<file path="src/rtl/adc_conv_scheduler.sv">
// Conversion scheduler for the shared SPI ADC engine: round-robin arbitration of
// on-demand and periodic scan requests, per-channel result storage, hang watchdog.
module adc_conv_scheduler #(
    parameter int CH_W        = 1,
    parameter int SCAN_PERIOD = 50000,
    parameter int TIMEOUT     = 4095
) (
    input  logic                    clk,
    input  logic                    rst,
    input  logic                    scan_en,
    input  logic [(2**CH_W)-1:0]    req,
    output logic                    conv_start,
    output logic [CH_W-1:0]         conv_ch,
    input  logic                    conv_done,
    input  logic [11:0]             conv_data,
    output logic [12*(2**CH_W)-1:0] ch_result,
    output logic [(2**CH_W)-1:0]    ack,
    output logic                    busy,
    output logic                    timeout_err
);
    localparam int unsigned NUM_CH = 2 ** CH_W;
    localparam int SC_W = (SCAN_PERIOD > 1) ? $clog2(SCAN_PERIOD) : 1;
    localparam int WD_W = (TIMEOUT > 1) ? $clog2(TIMEOUT) : 1;

    typedef enum logic [1:0] {
        IDLE,
        START,
        WAIT
    } state_t;

    state_t            state;
    state_t            state_nxt;

    logic [NUM_CH-1:0] pend;
    logic [CH_W-1:0]   last_ch;
    logic [SC_W-1:0]   scan_cnt;
    logic [WD_W-1:0]   wd_cnt;
    logic              scan_tick;
    logic              wd_expired;
    logic              grant_vld;
    logic [CH_W-1:0]   grant_ch;
    logic [CH_W-1:0]   cand;
    logic [NUM_CH-1:0] grant_mask;

    assign scan_tick  = scan_en && (scan_cnt == SC_W'(SCAN_PERIOD - 1));
    assign wd_expired = (wd_cnt == WD_W'(TIMEOUT - 1));

    // Round-robin search starting just after the last granted channel; the
    // index wraps naturally because NUM_CH is a power of two.
    always_comb begin
        grant_vld = 1'b0;
        grant_ch  = '0;
        cand      = '0;
        for (int unsigned i = 1; i <= NUM_CH; i++) begin
            cand = last_ch + CH_W'(i);
            if (!grant_vld && pend[cand]) begin
                grant_vld = 1'b1;
                grant_ch  = cand;
            end
        end
    end

    always_comb begin
        grant_mask = '0;
        if (state == IDLE && grant_vld) begin
            grant_mask[grant_ch] = 1'b1;
        end
    end

    always_ff @(posedge clk) begin
        if (rst) begin
            state <= IDLE;
        end else begin
            state <= state_nxt;
        end
    end

    always_comb begin
        state_nxt = state;
        case (state)
            IDLE:    if (grant_vld) state_nxt = START;
            START:   state_nxt = WAIT;
            WAIT:    if (conv_done || wd_expired) state_nxt = IDLE;
            default: state_nxt = IDLE;
        endcase
    end

    always_comb begin
        conv_start = (state == START);
        busy       = (state != IDLE);
    end

    always_ff @(posedge clk) begin
        if (rst) begin
            pend        <= '0;
            last_ch     <= '1;
            scan_cnt    <= '0;
            wd_cnt      <= '0;
            conv_ch     <= '0;
            ch_result   <= '0;
            ack         <= '0;
            timeout_err <= 1'b0;
        end else begin
            ack <= '0;

            if (!scan_en || scan_tick) begin
                scan_cnt <= '0;
            end else begin
                scan_cnt <= scan_cnt + SC_W'(1);
            end

            // A new request in the grant cycle survives the clear.
            pend <= (pend & ~grant_mask) | req | {NUM_CH{scan_tick}};

            case (state)
                IDLE: begin
                    if (grant_vld) begin
                        conv_ch <= grant_ch;
                        last_ch <= grant_ch;
                    end
                end
                START: begin
                    wd_cnt <= '0;
                end
                WAIT: begin
                    wd_cnt <= wd_cnt + WD_W'(1);
                    if (conv_done) begin
                        for (int unsigned n = 0; n < NUM_CH; n++) begin
                            if (conv_ch == CH_W'(n)) begin
                                ch_result[12*n +: 12] <= conv_data;
                                ack[n]                <= 1'b1;
                            end
                        end
                    end else if (wd_expired) begin
                        timeout_err <= 1'b1;
                    end
                end
                default: ;
            endcase
        end
    end
endmodule

</file>
<file path="config.mk">
export PLATFORM = sky130hd
export DESIGN_NAME = adc_conv_scheduler
export DESIGN_NICKNAME = d
export VERILOG_FILES = /design/src/rtl/adc_conv_scheduler.sv
export SDC_FILE = /design/constraint.sdc
export NUM_CORES = 1
export LEC_CHECK = 0
export BUFFER_PORTS_ARGS = -buffer_cell sky130_fd_sc_hd__buf_2
export CAP_MARGIN = 30
export CORE_AREA = 2 2 72 74
export DETAILED_ROUTE_END_ITERATION = 6
export DIE_AREA = 0 0 74 76
export PLACE_DENSITY_LB_ADDON = 0.08
export SYNTH_ARGS = -nofsm -noshare
export SYNTH_HDL_FRONTEND = slang
export SYNTH_SLANG_ARGS = --single-unit
</file>
<file path="constraint.sdc">
create_clock -name clk -period 3 [get_ports clk]
set_clock_uncertainty 0.05 [all_clocks]
set_input_delay 0.3 -clock clk [delete_from_list [all_inputs] [get_ports clk]]
set_output_delay 0.3 -clock clk [all_outputs]
set_load 0.02 [all_outputs]
</file>
* After elaboration in Yosys (flattened, before gate mapping) *
Index checks and enable logic that the tools add are counted.

operators by class
  $add $sub $neg = 3
  $mul = 0
  div/mod/pow operators = 0
  order comparisons = 4
  equal/unequal tests = 6
  shift-type cells = 0
  mux-type cells = 17
  bitwise logic cells = 7
  reductions and logical operators = 18

operators with widths
  operator                 count
  $pmux W12 S2             1
  $add A16 B1 Y16 const B  1
  $eq A16 B16 Y1 const B   1
  $add A12 B1 Y12 const B  1
  $eq A12 B12 Y1 const B   1
  $mux W1                  11
  $reduce_and A3 Y1        3
  $lt A1 B2 Y1 const B     3
  $mux W2                  3
  $pmux W2 S3              1
  $logic_and A1 B1 Y1      4
  $ne A2 B2 Y1 const B     2
  $or A2 B2 Y2             2
  $reduce_and A2 Y1        2
  $reduce_bool A2 Y1       2
  $not A1 Y1               3
  $reduce_or A3 Y1         1
  $and A2 B2 Y2            1
  $eq A2 B1 Y1 const B     1
  $eq A2 B2 Y1 const B     1
  $logic_not A1 Y1         2
  $logic_not A2 Y1         1
  $logic_or A1 B1 Y1       2
  $not A2 Y2               1
  4 further kinds          4

word-level totals
  flip-flop bits (word level) = 61
  latch bits = 0
  RAM bits = 0
  bits in read-only memories = 0
  output and inout port bits = 30
  word-level logic and storage cells = 65
  memories = 0

* Logic depth before layout (Yosys ltp) *
  depth after elaboration = 16
  mapped depth = 7
  depth with buffers taken out = 6

* Worst setup path after synthesis *
OpenSTA, ideal clock, no wires.

  path type = flip-flop to flip-flop
  from = register state[1]
  to = register wd_cnt[11]
  library setup time = 0.137 ns
  arrival = 1.440 ns
  data required time = 2.813 ns
  slack = 1.374 ns
  cell stages (with the launch flop) = 7
  clock period less this slack = 1.626 ns
  cells stage by stage = dfxtp_1 > inv_1 > ha_1 > nand4_1 > nor4_1 > xnor2_1 > nor2_1

between the ends
  cells in the longest elaborated chain, start to end = 2
  elaborated cells on any way between the ends = 4

ends and longest elaborated chain
  element                                                    line  RTL
  from (decl)                                                31    state_t state;
  from (signal assigned)                                     74    state <= state_nxt;
  $eq A2 B2 Y1 / $eq A2 B1 Y1 (equally long branches)        115   case (state)
  $pmux W12 S2 / $reduce_bool A2 Y1 (equally long branches)  -
  to (signal assigned)                                       126   wd_cnt <= wd_cnt + WD_W'(1);
  to (decl)                                                  37    logic [WD_W-1:0] wd_cnt;

Parallel ways exist; a longest one is shown, timed or not.
A chain may end at the register's enable or synchronous reset.

* Worst setup path in the final report *
  from = register state[0]
  to = register wd_cnt[9]

Same word-level chain as after synthesis.

==> summary.md <==
| Metric | Value |
|---|---|
| XOR/XNOR share of the synthesized area | 7.45% |
| Fin. max-slew vios | 0 |
| Compound-cell area share of the yosys netlist | 10.2% |
| Simple logic cell fraction of the synthesized area | 25.6% |
| Power Total | 1740 µW |
| Synth Area in Adders | 3.04% |
| Met3 Usage GRT | 4.23% |
| Critical path capture point type | register |
| Antenna diode count | 0 |
| Worst R2R Path Depth | 6 |
| CTS HTree Levels | 3 |
| Cell area after synthesis | 2470 µm² |
| Post-DP HPWL | 3370 µm |
| Routing usage on met1 | 25.8% |
| Placeable core area | 4910 µm² |
| I/O Buffers | 47 |
| Pwr dens | 588 nW/µm² |
| Register bit total from synthesis | 61 |
| WS Path Type | reg -> reg |
| Critical path launch point | state[0] |
| Final hold vios | 0 |
| Total negative setup slack | 0 ns |
| Clk buf depth | 2 |
| GR peak layer | met2 |
| Syn. warnings | 0 |
| Syn Nets | 322 |
| Gr ovfl total | 0 |
| Die height | 76 µm |
| I/O pins | 48 |
| GRT Util Overall | 19.9% |
| CTS Buf Count | 9 |
| Crit path launch type | register |
| Cells after DPL | 406 |
| Unrepaired setup endpoints after global routing | no |
| WP data arrival | 1.97 ns |
| Via density | 4.91 |
| Clk sinks | 61 |
| Reg clk slew, reported paths | 0.07 ns |
| Hold-critical path depth | 3 |
| Root Buffer | clkbuf_8 |
| Vias | 2073 |
| Die ar. | 5620 µm² |
| ANT nets after route | 0 |
| CP endpoint | wd_cnt[9] |
| Max Fclk | 0.550 GHz |
| Crit-path max FO | 6 |
| Initial Utilization | 50.2% |
| Final WL | 4960 µm |
| Avg Inst Size Synth | 8.28 µm² |
| P&R area growth vs syn | 19.9% |
| Final instance area | 2960 µm² |
| Peak VDD IR | 0.287 mV |
| M2 GR Usage | 30.1% |
| Wire length of the first global-routing pass | 8650 µm |
| Tmin final | 1.82 ns |
| Capturing point of the worst reg2reg path | wd_cnt[9] |
| Main combinational cell family by area after synthesis | simple AND/OR/NAND/NOR gates |
| Dpl cell area | 2750 µm² |
| Min-Delay Path Class | in -> reg |
| Lkg Pwr | 0.00114 µW |
| Worst skew pair latency | 0.33 ns |
| Worst reg2reg setup slack | 1.18 ns |
| 1st-pass router iterations | 6 |
| Post-route insts no fill | 422 |
| Wire per inst | 11.7 µm |
| Vias in the first global route | 1922 |
| RR Startpoint | state[0] |
| Post-CTS setup repair buffer count | 0 |
| WHS | 0.154 ns |
| Distinct cells, synth | 30 |
| Hold_buf cts | 0 |
| Die W | 74 µm |
| Initial antenna violation count | 0 |
| DRT iter0 DRCs | 88 |
| Site Rows | 26 |
| Final Wtd Congestion | 0.732 |
| Period utilization | 60.6% |
| # setup viols final | 0 |
| Residual DRC | 0 |
| Worst-margin pin slew | 0.816 ns |
| Worst path required time | 3.15 ns |
| Fraction of layout cells with a size suffix above 1 | 19.0% |
| Slew headroom | 45.4% |
| CTS tree | yes |
| Cell count after synthesis | 298 |
| NumNets Final | 371 |
| Mux share of post-synthesis cell area | 0.406% |
| Max cap viols | 0 |
| CTS resizes | 0 |
| Outcome | completed |
| Register area share after synthesis | 49.5% |
| Largest net degree at the start of global routing | 34 |
-- power breakdown --
group | switching, µW | leakage (µW) | total [µW] | internal, µW
combinational | 88.4 | 0.000539 | 133 | 44.9
clock | 304 | 0.000107 | 768 | 464
sequential | 11.8 | 0.000493 | 838 | 826
-- cells in the final DEF, fill, tap and decap left out, drive strengths merged, types with 2 or more instances in the layout --
cell and instances:
ha 6, or3 3, bufinv 2, inv 13, xnor2 17, nor2 38, dfxtp 61, a21oi 36
nor3 6, o21ai 7, clkbuf 11, nand4 7, nand2 62, nor4 8, nand3 10, clkinv 3
xor2 4, buf 48
-- layer usage --
| metal | wire (µm) | part of all wire [%] |
|---|---|---|
| met1 | 2330 | 47 |
| met3 | 201 | 4.1 |
| met4 | 127 | 2.6 |
| met2 | 2300 | 46 |
| met5 | 0 | 0 |
-- stage by stage --
step / setup WS, ns / utilization [%]
after floorplan: 1.37 / -
after global placement: 1.26 / 56.0
after detailed placement: 1.21 / 56.0
after CTS: 1.19 / 60.2
after global routing: 1.01 / 60.2
final: 1.18 / 60.2
-- critical path: stages (launching register included) --
cell     delay (ns)
dfxtp_1        0.34
inv_1          0.08
ha_1           0.36
nand4_1        0.24
nor4_1         0.40
xnor2_1        0.17
nor2_1         0.05
-- cell families after synthesis --
| group | count (synthesis) |
|---|---|
| AO/OA/AOI/OAI | 47 |
| XOR/XNOR | 21 |
| AND/OR/NAND/NOR | 139 |
| multiplexers | 1 |
| buffers and inverters | 23 |
| flip-flops | 61 |
| adder cells (fa/ha/maj) | 6 |
-- state kept, by name, summed over array words and instances (netlist names) --
register and count:
ch_result 24, wd_cnt 12, ack 2, state 2, scan_cnt 16, last_ch 1
pend 2, timeout_err 1, conv_ch 1
-- cell usage after synthesis --
library cell | instances | area, µm²
nand2_1 | 62 | 233
dfxtp_1 | 61 | 1220
nor2_1 | 38 | 143
a21oi_1 | 36 | 180
xnor2_1 | 17 | 149
inv_1 | 13 | 48.8
clkbuf_1 | 9 | 33.8
nand3_1 | 9 | 45.0
nor4_1 | 7 | 43.8
ha_1 | 6 | 75.1
nand4_1 | 6 | 37.5
nor3_1 | 6 | 30.0
o21ai_0 | 6 | 30.0
xor2_1 | 4 | 35.0
or3_1 | 3 | 18.8
a211o_2 | 1 | 10.0
a32oi_1 | 1 | 8.76
and3_1 | 1 | 6.26
buf_6 | 1 | 11.3
mux2i_1 | 1 | 10.0
nand2b_1 | 1 | 6.26
nand3_2 | 1 | 10.0
nand4_4 | 1 | 21.3
nand4bb_1 | 1 | 11.3
nor2b_1 | 1 | 6.26
nor4_2 | 1 | 12.5
o211a_1 | 1 | 10.0
o21ai_1 | 1 | 5.00
o31a_1 | 1 | 8.76
or2_2 | 1 | 6.26
-- worst min path at each step --
stage / start / slack [ns] / endpoint
2_1_floorplan: scan_cnt[0] / 0.38 / scan_cnt[0]
3_3_place_gp: ch_result[12] / 0.39 / ch_result[12]
3_5_place_dp: ch_result[10] / 0.39 / ch_result[10]
4_1_cts: conv_data[3] / 0.14 / ch_result[15]
5_1_grt: conv_data[3] / 0.16 / ch_result[15]
6_report: conv_data[3] / 0.15 / ch_result[15]
-- layout make-up --
| class | instances | area (µm²) |
|---|---|---|
| tap | 70 | 87.6 |
| multi-input combinational | 214 | 1150 |
| clock inverter | 5 | 75.1 |
| timing repair buffer | 48 | 243 |
| inverter | 13 | 48.8 |
| clock buffer | 11 | 131 |
| sequential | 61 | 1220 |
| fill | 440 | 1950 |
Note: power is estimated with default switching activity, not from simulation.
